### src/rtl/pe_simd_mac_if.sv
// ---------------------------------------------------------------------------
// pe_simd_mac_if
// Bundle of the configuration, input-beat and result signals of pe_simd_mac.
//   master : job/stream source (drives cfg_*, in_*, out_ready)
//   slave  : the processing element (drives in_ready, out_*, busy)
// Signals:
//   cfg_start/cfg_len/cfg_bias/cfg_shift/cfg_relu : job configuration
//   in_valid/in_ready/in_act/in_wgt               : packed lane beats, lane 0 in LSBs
//   out_valid/out_ready/out_act/out_acc/out_sat   : requantised result
//   busy                                          : element not idle
// ---------------------------------------------------------------------------
interface pe_simd_mac_if #(
    parameter int N_LANES   = 4,
    parameter int IN_WIDTH  = 8,
    parameter int ACC_WIDTH = 32,
    parameter int ACT_WIDTH = 8,
    parameter int LEN_WIDTH = 16
) ();
    logic                          cfg_start;
    logic [LEN_WIDTH-1:0]          cfg_len;
    logic [ACC_WIDTH-1:0]          cfg_bias;
    logic [7:0]                    cfg_shift;
    logic                          cfg_relu;
    logic                          in_valid;
    logic                          in_ready;
    logic [N_LANES*IN_WIDTH-1:0]   in_act;
    logic [N_LANES*IN_WIDTH-1:0]   in_wgt;
    logic                          out_valid;
    logic                          out_ready;
    logic [ACT_WIDTH-1:0]          out_act;
    logic [ACC_WIDTH-1:0]          out_acc;
    logic                          out_sat;
    logic                          busy;

    modport master (
        output cfg_start, cfg_len, cfg_bias, cfg_shift, cfg_relu,
        output in_valid, in_act, in_wgt, out_ready,
        input  in_ready, out_valid, out_act, out_acc, out_sat, busy
    );

    modport slave (
        input  cfg_start, cfg_len, cfg_bias, cfg_shift, cfg_relu,
        input  in_valid, in_act, in_wgt, out_ready,
        output in_ready, out_valid, out_act, out_acc, out_sat, busy
    );
endinterface

### src/rtl/pe_simd_mac.sv
// ---------------------------------------------------------------------------
// pe_simd_mac
// SIMD multiply/accumulate processing element. Each accepted beat carries
// N_LANES signed activation/weight pairs; all lanes are multiplied (stage 1),
// reduced and added to the accumulator (stage 2). After cfg_len beats the
// accumulator is requantised (arithmetic right shift, optional ReLU,
// saturation to ACT_WIDTH) and presented on a valid/ready result port.
// Ports:
//   clk   : clock
//   reset : asynchronous active-low reset
//   bus   : pe_simd_mac_if.slave (cfg_*, in_* beat stream, out_* result, busy)
// Build option:
//   PE_SIMD_ROUND_NEAREST_EN : when defined, requantisation rounds half toward
//   +inf (adds 2^(shift-1) before shifting); otherwise it floors.
// ---------------------------------------------------------------------------
module pe_simd_mac #(
    parameter int N_LANES   = 4,
    parameter int IN_WIDTH  = 8,
    parameter int ACC_WIDTH = 32,
    parameter int ACT_WIDTH = 8,
    parameter int LEN_WIDTH = 16
) (
    input  logic          clk,
    input  logic          reset,
    pe_simd_mac_if.slave  bus
);

    localparam int PW   = 2 * IN_WIDTH;
    localparam int RQ_W = ACC_WIDTH + 1;

    // Saturation bounds, sign-extended to the requantisation width.
    localparam logic signed [RQ_W-1:0] SAT_MAX =
        {{(RQ_W-ACT_WIDTH+1){1'b0}}, {(ACT_WIDTH-1){1'b1}}};
    localparam logic signed [RQ_W-1:0] SAT_MIN =
        {{(RQ_W-ACT_WIDTH+1){1'b1}}, {(ACT_WIDTH-1){1'b0}}};

    typedef enum logic [1:0] {IDLE, ACC, DRAIN, OUT} state_t;

    state_t                        state_reg;
    logic [LEN_WIDTH-1:0]          len_q;
    logic [LEN_WIDTH-1:0]          beat_cnt_reg;
    logic [7:0]                    shift_q;
    logic                          relu_q;
    logic signed [ACC_WIDTH-1:0]   acc_reg;
    logic signed [PW-1:0]          prod_reg  [N_LANES];
    logic signed [PW-1:0]          prod_next [N_LANES];
    logic                          p1_valid_reg;
    logic                          drain_cnt_reg;
    logic                          out_valid_reg;
    logic [ACT_WIDTH-1:0]          out_act_reg;
    logic [ACC_WIDTH-1:0]          out_acc_reg;
    logic                          out_sat_reg;

    logic                          in_ready_int;
    logic                          beat_xfer;
    logic signed [ACC_WIDTH-1:0]   lane_sum;

    logic signed [RQ_W-1:0]        rq_base;
    logic signed [RQ_W-1:0]        rq_shifted;
    logic signed [RQ_W-1:0]        rq_relu;
    logic [31:0]                   shift_ext;
    logic [31:0]                   shift_eff;
    logic [ACT_WIDTH-1:0]          rq_act_next;
    logic                          rq_sat_next;

    // Ready depends only on registered state, so it never combinationally
    // follows in_valid.
    assign in_ready_int = (state_reg == ACC) && (beat_cnt_reg < len_q);
    assign beat_xfer    = bus.in_valid && in_ready_int;

    // Stage 1 multipliers, one per lane.
    generate
        for (genvar gi = 0; gi < N_LANES; gi++) begin : g_lane
            logic signed [IN_WIDTH-1:0] a_lane;
            logic signed [IN_WIDTH-1:0] w_lane;
            assign a_lane        = bus.in_act[gi*IN_WIDTH +: IN_WIDTH];
            assign w_lane        = bus.in_wgt[gi*IN_WIDTH +: IN_WIDTH];
            assign prod_next[gi] = PW'(a_lane) * PW'(w_lane);
        end
    endgenerate

    // Stage 2 reduction: sign-extend every product to accumulator width.
    always_comb begin
        lane_sum = '0;
        for (int i = 0; i < N_LANES; i++) begin
            lane_sum = lane_sum + ACC_WIDTH'(prod_reg[i]);
        end
    end

    // Requantisation, evaluated one bit wider than the accumulator so the
    // rounding addend cannot wrap.
    always_comb begin
        rq_base   = {acc_reg[ACC_WIDTH-1], acc_reg};
        shift_ext = {24'd0, shift_q};
`ifdef PE_SIMD_ROUND_NEAREST_EN
        // Beyond ACC_WIDTH the addend no longer fits; the shift alone then
        // yields the sign fill.
        if (shift_q != 8'd0 && shift_ext <= 32'(ACC_WIDTH)) begin
            rq_base = rq_base + (RQ_W'(1) << (shift_q - 8'd1));
        end
`endif
        // Shifting the widened value by ACC_WIDTH already leaves only sign
        // bits, so larger amounts are clamped there.
        shift_eff  = (shift_ext >= 32'(ACC_WIDTH)) ? 32'(ACC_WIDTH) : shift_ext;
        rq_shifted = rq_base >>> shift_eff;
        rq_relu    = (relu_q && rq_shifted[RQ_W-1]) ? '0 : rq_shifted;
        if (rq_relu > SAT_MAX) begin
            rq_act_next = SAT_MAX[ACT_WIDTH-1:0];
            rq_sat_next = 1'b1;
        end else if (rq_relu < SAT_MIN) begin
            rq_act_next = SAT_MIN[ACT_WIDTH-1:0];
            rq_sat_next = 1'b1;
        end else begin
            rq_act_next = rq_relu[ACT_WIDTH-1:0];
            rq_sat_next = 1'b0;
        end
    end

    always_ff @(posedge clk or negedge reset) begin
        if (!reset) begin
            state_reg     <= IDLE;
            len_q         <= '0;
            beat_cnt_reg  <= '0;
            shift_q       <= '0;
            relu_q        <= 1'b0;
            acc_reg       <= '0;
            p1_valid_reg  <= 1'b0;
            drain_cnt_reg <= 1'b0;
            out_valid_reg <= 1'b0;
            out_act_reg   <= '0;
            out_acc_reg   <= '0;
            out_sat_reg   <= 1'b0;
            for (int i = 0; i < N_LANES; i++) begin
                prod_reg[i] <= '0;
            end
        end else begin
            p1_valid_reg <= beat_xfer;
            if (beat_xfer) begin
                for (int i = 0; i < N_LANES; i++) begin
                    prod_reg[i] <= prod_next[i];
                end
            end

            // The pipeline is always empty in IDLE, so loading the bias can
            // never collide with a pending stage-2 add.
            if (state_reg == IDLE && bus.cfg_start) begin
                acc_reg <= bus.cfg_bias;
            end else if (p1_valid_reg) begin
                acc_reg <= acc_reg + lane_sum;
            end

            case (state_reg)
                IDLE: begin
                    if (bus.cfg_start) begin
                        len_q         <= bus.cfg_len;
                        shift_q       <= bus.cfg_shift;
                        relu_q        <= bus.cfg_relu;
                        beat_cnt_reg  <= '0;
                        drain_cnt_reg <= 1'b0;
                        state_reg     <= (bus.cfg_len != '0) ? ACC : DRAIN;
                    end
                end
                ACC: begin
                    if (beat_xfer) begin
                        beat_cnt_reg <= beat_cnt_reg + LEN_WIDTH'(1);
                        if (beat_cnt_reg == len_q - LEN_WIDTH'(1)) begin
                            drain_cnt_reg <= 1'b0;
                            state_reg     <= DRAIN;
                        end
                    end
                end
                DRAIN: begin
                    // First cycle lets stage 2 fold in the last beat; second
                    // cycle captures the final accumulator into the outputs.
                    drain_cnt_reg <= 1'b1;
                    if (drain_cnt_reg) begin
                        out_act_reg   <= rq_act_next;
                        out_acc_reg   <= acc_reg;
                        out_sat_reg   <= rq_sat_next;
                        out_valid_reg <= 1'b1;
                        state_reg     <= OUT;
                    end
                end
                OUT: begin
                    if (bus.out_ready) begin
                        out_valid_reg <= 1'b0;
                        state_reg     <= IDLE;
                    end
                end
                default: state_reg <= IDLE;
            endcase
        end
    end

    assign bus.in_ready  = in_ready_int;
    assign bus.out_valid = out_valid_reg;
    assign bus.out_act   = out_act_reg;
    assign bus.out_acc   = out_acc_reg;
    assign bus.out_sat   = out_sat_reg;
    assign bus.busy      = (state_reg != IDLE);

endmodule

### src/flat_wrapper.sv
// flat-port wrapper written by rule: the top's interface ports become plain ports
module pe_simd_mac_flat 
#(
    parameter int N_LANES   = 4,
    parameter int IN_WIDTH  = 8,
    parameter int ACC_WIDTH = 32,
    parameter int ACT_WIDTH = 8,
    parameter int LEN_WIDTH = 16
)
  (clk, reset, bus_cfg_start, bus_cfg_len, bus_cfg_bias, bus_cfg_shift, bus_cfg_relu, bus_in_valid, bus_in_act, bus_in_wgt, bus_out_ready, bus_in_ready, bus_out_valid, bus_out_act, bus_out_acc, bus_out_sat, bus_busy);
  pe_simd_mac_if #(.N_LANES(N_LANES), .IN_WIDTH(IN_WIDTH), .ACC_WIDTH(ACC_WIDTH), .ACT_WIDTH(ACT_WIDTH), .LEN_WIDTH(LEN_WIDTH)) bus_i ();
  input  logic clk;
  input  logic reset;
  input wire logic [$bits(bus_i.cfg_start)-1:0] bus_cfg_start;
  input wire logic [$bits(bus_i.cfg_len)-1:0] bus_cfg_len;
  input wire logic [$bits(bus_i.cfg_bias)-1:0] bus_cfg_bias;
  input wire logic [$bits(bus_i.cfg_shift)-1:0] bus_cfg_shift;
  input wire logic [$bits(bus_i.cfg_relu)-1:0] bus_cfg_relu;
  input wire logic [$bits(bus_i.in_valid)-1:0] bus_in_valid;
  input wire logic [$bits(bus_i.in_act)-1:0] bus_in_act;
  input wire logic [$bits(bus_i.in_wgt)-1:0] bus_in_wgt;
  input wire logic [$bits(bus_i.out_ready)-1:0] bus_out_ready;
  output wire logic [$bits(bus_i.in_ready)-1:0] bus_in_ready;
  output wire logic [$bits(bus_i.out_valid)-1:0] bus_out_valid;
  output wire logic [$bits(bus_i.out_act)-1:0] bus_out_act;
  output wire logic [$bits(bus_i.out_acc)-1:0] bus_out_acc;
  output wire logic [$bits(bus_i.out_sat)-1:0] bus_out_sat;
  output wire logic [$bits(bus_i.busy)-1:0] bus_busy;
  assign bus_i.cfg_start = bus_cfg_start;
  assign bus_i.cfg_len = bus_cfg_len;
  assign bus_i.cfg_bias = bus_cfg_bias;
  assign bus_i.cfg_shift = bus_cfg_shift;
  assign bus_i.cfg_relu = bus_cfg_relu;
  assign bus_i.in_valid = bus_in_valid;
  assign bus_i.in_act = bus_in_act;
  assign bus_i.in_wgt = bus_in_wgt;
  assign bus_i.out_ready = bus_out_ready;
  assign bus_in_ready = bus_i.in_ready;
  assign bus_out_valid = bus_i.out_valid;
  assign bus_out_act = bus_i.out_act;
  assign bus_out_acc = bus_i.out_acc;
  assign bus_out_sat = bus_i.out_sat;
  assign bus_busy = bus_i.busy;
  pe_simd_mac #(.N_LANES(N_LANES), .IN_WIDTH(IN_WIDTH), .ACC_WIDTH(ACC_WIDTH), .ACT_WIDTH(ACT_WIDTH), .LEN_WIDTH(LEN_WIDTH)) u_core (.clk(clk), .reset(reset), .bus(bus_i));
endmodule
### config.mk
export PLATFORM = sky130hd
export DESIGN_NAME = pe_simd_mac_flat
export DESIGN_NICKNAME = d
export VERILOG_FILES = /design/src/rtl/pe_simd_mac_if.sv /design/src/rtl/pe_simd_mac.sv /design/src/flat_wrapper.sv
export SDC_FILE = /design/constraint.sdc
export NUM_CORES = 1
export LEC_CHECK = 0
export ABC_CLOCK_PERIOD_IN_PS = 14600
export BUFFER_PORTS_ARGS = -buffer_cell sky130_fd_sc_hd__clkbuf_2
export CAP_MARGIN = 20
export CORE_AREA = 2 2 208 210
export CTS_BUF_LIST = sky130_fd_sc_hd__clkbuf_16
export CTS_CLUSTER_DIAMETER = 50
export CTS_CLUSTER_SIZE = 8
export DETAILED_ROUTE_END_ITERATION = 10
export DIE_AREA = 0 0 210 212
export PLACE_DENSITY_LB_ADDON = 0.25
export REMOVE_ABC_BUFFERS = 1
export SLEW_MARGIN = 10
export SYNTH_ARGS = -nofsm -noshare
export SYNTH_HDL_FRONTEND = slang
export SYNTH_SLANG_ARGS = --single-unit
### constraint.sdc
create_clock -name clk -period 14.6 [get_ports clk]
set_input_delay 2.92 -clock clk [delete_from_list [all_inputs] [get_ports clk]]
set_output_delay 2.92 -clock clk [all_outputs]
set_load 0.01 [all_outputs]
# Word-level counts from Yosys, hierarchy flattened
# Cells that the tools add are included.
# word_totals
register_bits	183
input_bits	126
elab_cells	82
# op_classes
add_sub_neg	6
reduce_logical	17
n_eq_ne	9
n_mul	4
n_mux	25
magnitude_cmp	4
shift	1
# op_table
operator	count
multiplier 8 x 8 -> 16 bit	4
two-way mux 32 bit	2
greater-than comparator 33 x 8 -> 1 bit (second input constant)	1
< comparator 33 x 8 -> 1 bit (second input constant)	1
two-way mux 33 bit	1
>>> shifter 32 x 8 -> 33 bit	1
adder 32 x 16 -> 32 bit	1
adder 32 bit	1
two-way mux 16 bit	2
case mux 16 bit (2 select lines)	1
two-way mux 8 bit	3
adder 17 x 16 -> 18 bit	1
adder 16 x 16 -> 17 bit	1
adder 16 x 1 -> 16 bit (second input constant)	1
== test 16 bit	1
< comparator 16 bit	1
nonzero test 16 bit	1
subtractor 16 x 1 -> 16 bit (second input constant)	1
two-way mux 2 bit	6
greater-or-equal comparator 8 x 6 -> 1 bit (second input constant)	1
case mux 2 bit (4 select lines)	1
nonzero test 2 bit	4
two-way mux 1 bit	7
!= test 2 bit (second input constant)	3
other kinds (12)	19

# Depth between registers and ports, before layout
# depth
word_depth	8
mapped_depth	28
mapped_depth_nobuf	28

# Worst setup path after synthesis
# No wires, ideal clock.
# synth_timing
path_type	in2reg
start	input port bus_in_wgt[30]
end	register u_core.prod_reg[14] (netlist bit)
path_slack_ns	7.567
t_arrival_ns	6.937
stages	17
cell_sequence	clkbuf_1 -> nand2_1 -> fa_1 -> fa_1 -> inv_1 -> fa_1 -> fa_1 -> ha_1 -> o21ai_0 -> a21boi_0 -> o21ai_0 -> a21oi_1 -> o21ai_0 -> a21boi_0 -> o21a_1 -> o21a_1 -> o31ai_1
# synth_via
elab_chain_len	1
# synth_rtl
item	line_no	text
start: declaration	flat_wrapper.sv:21	input wire logic [$bits(bus_i.in_wgt)-1:0] bus_in_wgt;
multiplier 8 x 8 -> 16 bit	pe_simd_mac.sv:78	assign prod_next[gi] = PW'(a_lane) * PW'(w_lane);
end signal: indexed assignment	pe_simd_mac.sv:140	prod_reg[i] <= prod_next[i];
end: declaration	pe_simd_mac.sv:45	logic signed [PW-1:0] prod_reg [N_LANES];
# No other way between the ends.
# A chain may end at the register's enable or synchronous reset.

# Worst setup path after layout
# layout_timing
start	register u_core.prod_reg[33] (netlist bit)
end	register u_core.acc_reg[28]
# layout_via
elab_chain_len	6
# layout_rtl
item	line_no	text
adder 16 x 16 -> 17 bit	pe_simd_mac.sv:86	lane_sum = lane_sum + ACC_WIDTH'(prod_reg[i]);
adder 17 x 16 -> 18 bit	pe_simd_mac.sv:86	
adder 32 x 16 -> 32 bit	pe_simd_mac.sv:86	
adder 32 bit	pe_simd_mac.sv:149	acc_reg <= acc_reg + lane_sum;
two-way mux 32 bit	pe_simd_mac.sv:148	end else if (p1_valid_reg) begin
two-way mux 32 bit	pe_simd_mac.sv:146	if (state_reg == IDLE && bus.cfg_start) begin
end signal: assignment	pe_simd_mac.sv:147	acc_reg <= bus.cfg_bias;
end signal: assignment	pe_simd_mac.sv:149	
end: declaration	pe_simd_mac.sv:44	logic signed [ACC_WIDTH-1:0] acc_reg;
# No other way between the ends. The select of a mux whose other input is x is not followed.

==> flow_summary.toml <==
[finish]
fin_nets = 3342
largest_reg_flops = 64
area_growth_pct = 8.408
final_area_um2 = 24960
drive_above_1_share_pct = 8.793
antenna_cells = 0

[timing]
slew_headroom_pct = 36.39
min_period_over_period_pct = 48.22
setup_viol = 0
setup-tns-final_ps = 0
hold_ws_ps = 481.3
layout_setup_ws_ps = 7559
drv_slew = 0
rsz0062_at_grt = "false"
finalHoldViolCount = 0
period_needed_ps = 7041
clock_skew_ps = 16.04
tightest_slew_ps = 951.9
fmax_mhz = 142.0

[synth]
synth_async_sr_flop_share_pct = 100.0
synth_cell_types = 81
synth_flop_cell = "dfrtp_1"
synth_area_per_cell_um2 = 8.734
netlist_instances = 2636
synth_edf_count = 0
synth_seq_area_share_pct = 19.89
synth.cell_area_um2 = 23020
ys_seq_elements = 183
yosys_warnings = 0

[detailed_routing]
drc = 0
firstDrtPassIters = 5
drt-initial-drc-count = 973
via_count = 18429
ant_nets = 0
post_drt_wl_per_cell_um = 17.36
via_per_inst = 5.549
totalWireLength_um = 57670

[worst_setup_path]
end_kind = "register"
r2r_cells = 27
start_kind = "register"
worstSetupPathType = "reg -> reg"
arrival_ps = 7390
required_ps = 14940
r2r_start = "u_core.prod_reg[33]$_DFFE_PN0P_"
rr_endpoint = "u_core.acc_reg[28]$_DFFE_PN0P_"
max_stage_delay_ps = 800
rrSetupSlack_ps = 7560
critPathSlowestCell = "o31a_1"
cp_common_cell = "inv_1"
crit_path_max_fanout = 14

[global_route]
grt_first_pass_wirelength_um = 95610
antenna_found_initial = 0
first_global_vias = 18788
overflow = 0
grt_max_degree = 94
grt-busiest-layer = "met2"
use_met1_pct = 35.68
met2_usage_pct = 46.32
use_met3_pct = 3.309
grt.total_usage_pct = 26.83

[clock_tree]
cts_tree = "yes"
ctsLongestPathBuffers = 2
clock-sinks = 183
insertion_delay_ps = 470
cts_root_buf = "clkbuf_16"
ctsHoldBuffers = 0
post_cts_buffers = 0
ctsResizeCount = 0
htreeDepth = 4
cts_made_buffers = 17
clkTransAtPathRegs_ps = 70

[die]
start_util_pct = 54.16
num_io_pins = 170
die_x_um = 210
core_area_um2 = 42510
die_h_um = 212
num_rows = 76
die-area_um2 = 44520

[placement]
port_buffers = 169
placedInstanceArea_um2 = 24370
routabilityCongestion = 0.9364
pre_cts_slack_ps = 7127
hpwl_um = 46830

[worst_hold_path]
hold_path_class = "reg -> reg"
holdPathStages = 2
hold_start = "u_core.bus.out_acc[24]$_DFFE_PN0P_"
hold_end = "u_core.bus.out_acc[24]$_DFFE_PN0P_"

[outcome]
status = "completed"

[run]
drv_cap = 0
[synthesized netlist by cell type, drive strengths merged, types with 11 or more instances]
library cell  count  area (um^2)
nand2b           39        244.0
a21o             18        135.1
fa              269         5385
nand2           361         1355
clkbuf           57        214.0
a21boi           18        135.1
xnor2            69        604.3
o21a             20        150.1
nor3             32        160.2
o21ai           196        996.0
nand3            30        150.1
a21oi           113        565.5
xor2             33        289.0
and3             27        168.9
nor2             92        345.3
a31oi            26        162.7
ha              185         2315
and2            153        957.2
inv             413         1550
a211oi           36        270.3
o31ai            22        165.2
buf              22        132.6
nand4            12        75.07
mux2i            64        656.9
nor2b            12        75.07
nor4             14        106.4
a22oi            11        87.58
dfrtp           183         4579
[worst max-delay path: cells and delay by family, from the launching register on]
kind / cells / cell delay [ps]
multiplexers: 1 / 140
adder cells (fa/ha/maj): 5 / 1850
buffers and inverters: 4 / 350
flip-flops: 1 / 380
AO/OA/AOI/OAI: 15 / 3760
AND/OR/NAND/NOR: 2 / 430
[cell type report]
cell class | count | area, um^2
Sequential cell | 183 | 4579
Multi-Input combinational cell | 1959 | 16580
Timing Repair Buffer | 186 | 985.9
Clock inverter | 15 | 147.6
Fill cell | 3833 | 17550
Tap cell | 546 | 683.2
Inverter | 415 | 1558
Clock buffer | 17 | 425.4
[layout by cell type (no fill, tap or decap), types with 62 or more instances in the layout]
cell,instances
a21oi_1,113
and2_1,152
clkbuf_2,168
dfrtp_1,183
fa_1,269
ha_1,185
inv_1,412
mux2i_1,62
nand2_1,360
nor2_1,92
o21ai_0,190
xnor2_1,69
[cells by family after synthesis]
group	count (synthesis)	share of synthesized area [%]
simple gates	798	16.77
compound gates	534	14.39
buf+inv	494	8.272
fa+ha+maj	454	33.45
flops	183	19.89
xor+xnor	102	3.880
mux	71	3.359
[per-stage QoR]
stage	util (%)	instances
2_1_floorplan	-	2557
3_3_place_gp	57.32	3287
6_report	58.72	3321
3_5_place_dp	57.32	3287
5_1_grt	58.72	3321
4_1_cts	58.67	3319
[metal layers]
metal	routed length (um)	vias to the layer above	share of wire, %
li1	-	8920	-
met4	1324	0	2.3
met5	0	-	0
met1	25860	9066	45
met3	2196	75	3.8
met2	28290	368	49
[worst max path at each step]
stage	start	to	slack, ps	cells past startpoint
2_1_floorplan	bus_in_act[1]	u_core.prod_reg[62]$_DFFE_PN0P_	7590	18
3_3_place_gp	bus_in_wgt[4]	u_core.prod_reg[62]$_DFFE_PN0P_	7250	19
3_5_place_dp	bus_in_act[17]	u_core.prod_reg[30]$_DFFE_PN0P_	7130	19
4_1_cts	u_core.prod_reg[33]$_DFFE_PN0P_	u_core.acc_reg[28]$_DFFE_PN0P_	7560	27
5_1_grt	u_core.prod_reg[33]$_DFFE_PN0P_	u_core.acc_reg[28]$_DFFE_PN0P_	7050	27
6_report	u_core.prod_reg[33]$_DFFE_PN0P_	u_core.acc_reg[28]$_DFFE_PN0P_	7560	27
Power is not shown: default switching activity piles up to over one toggle a cycle in this logic, so the estimate is an artifact.
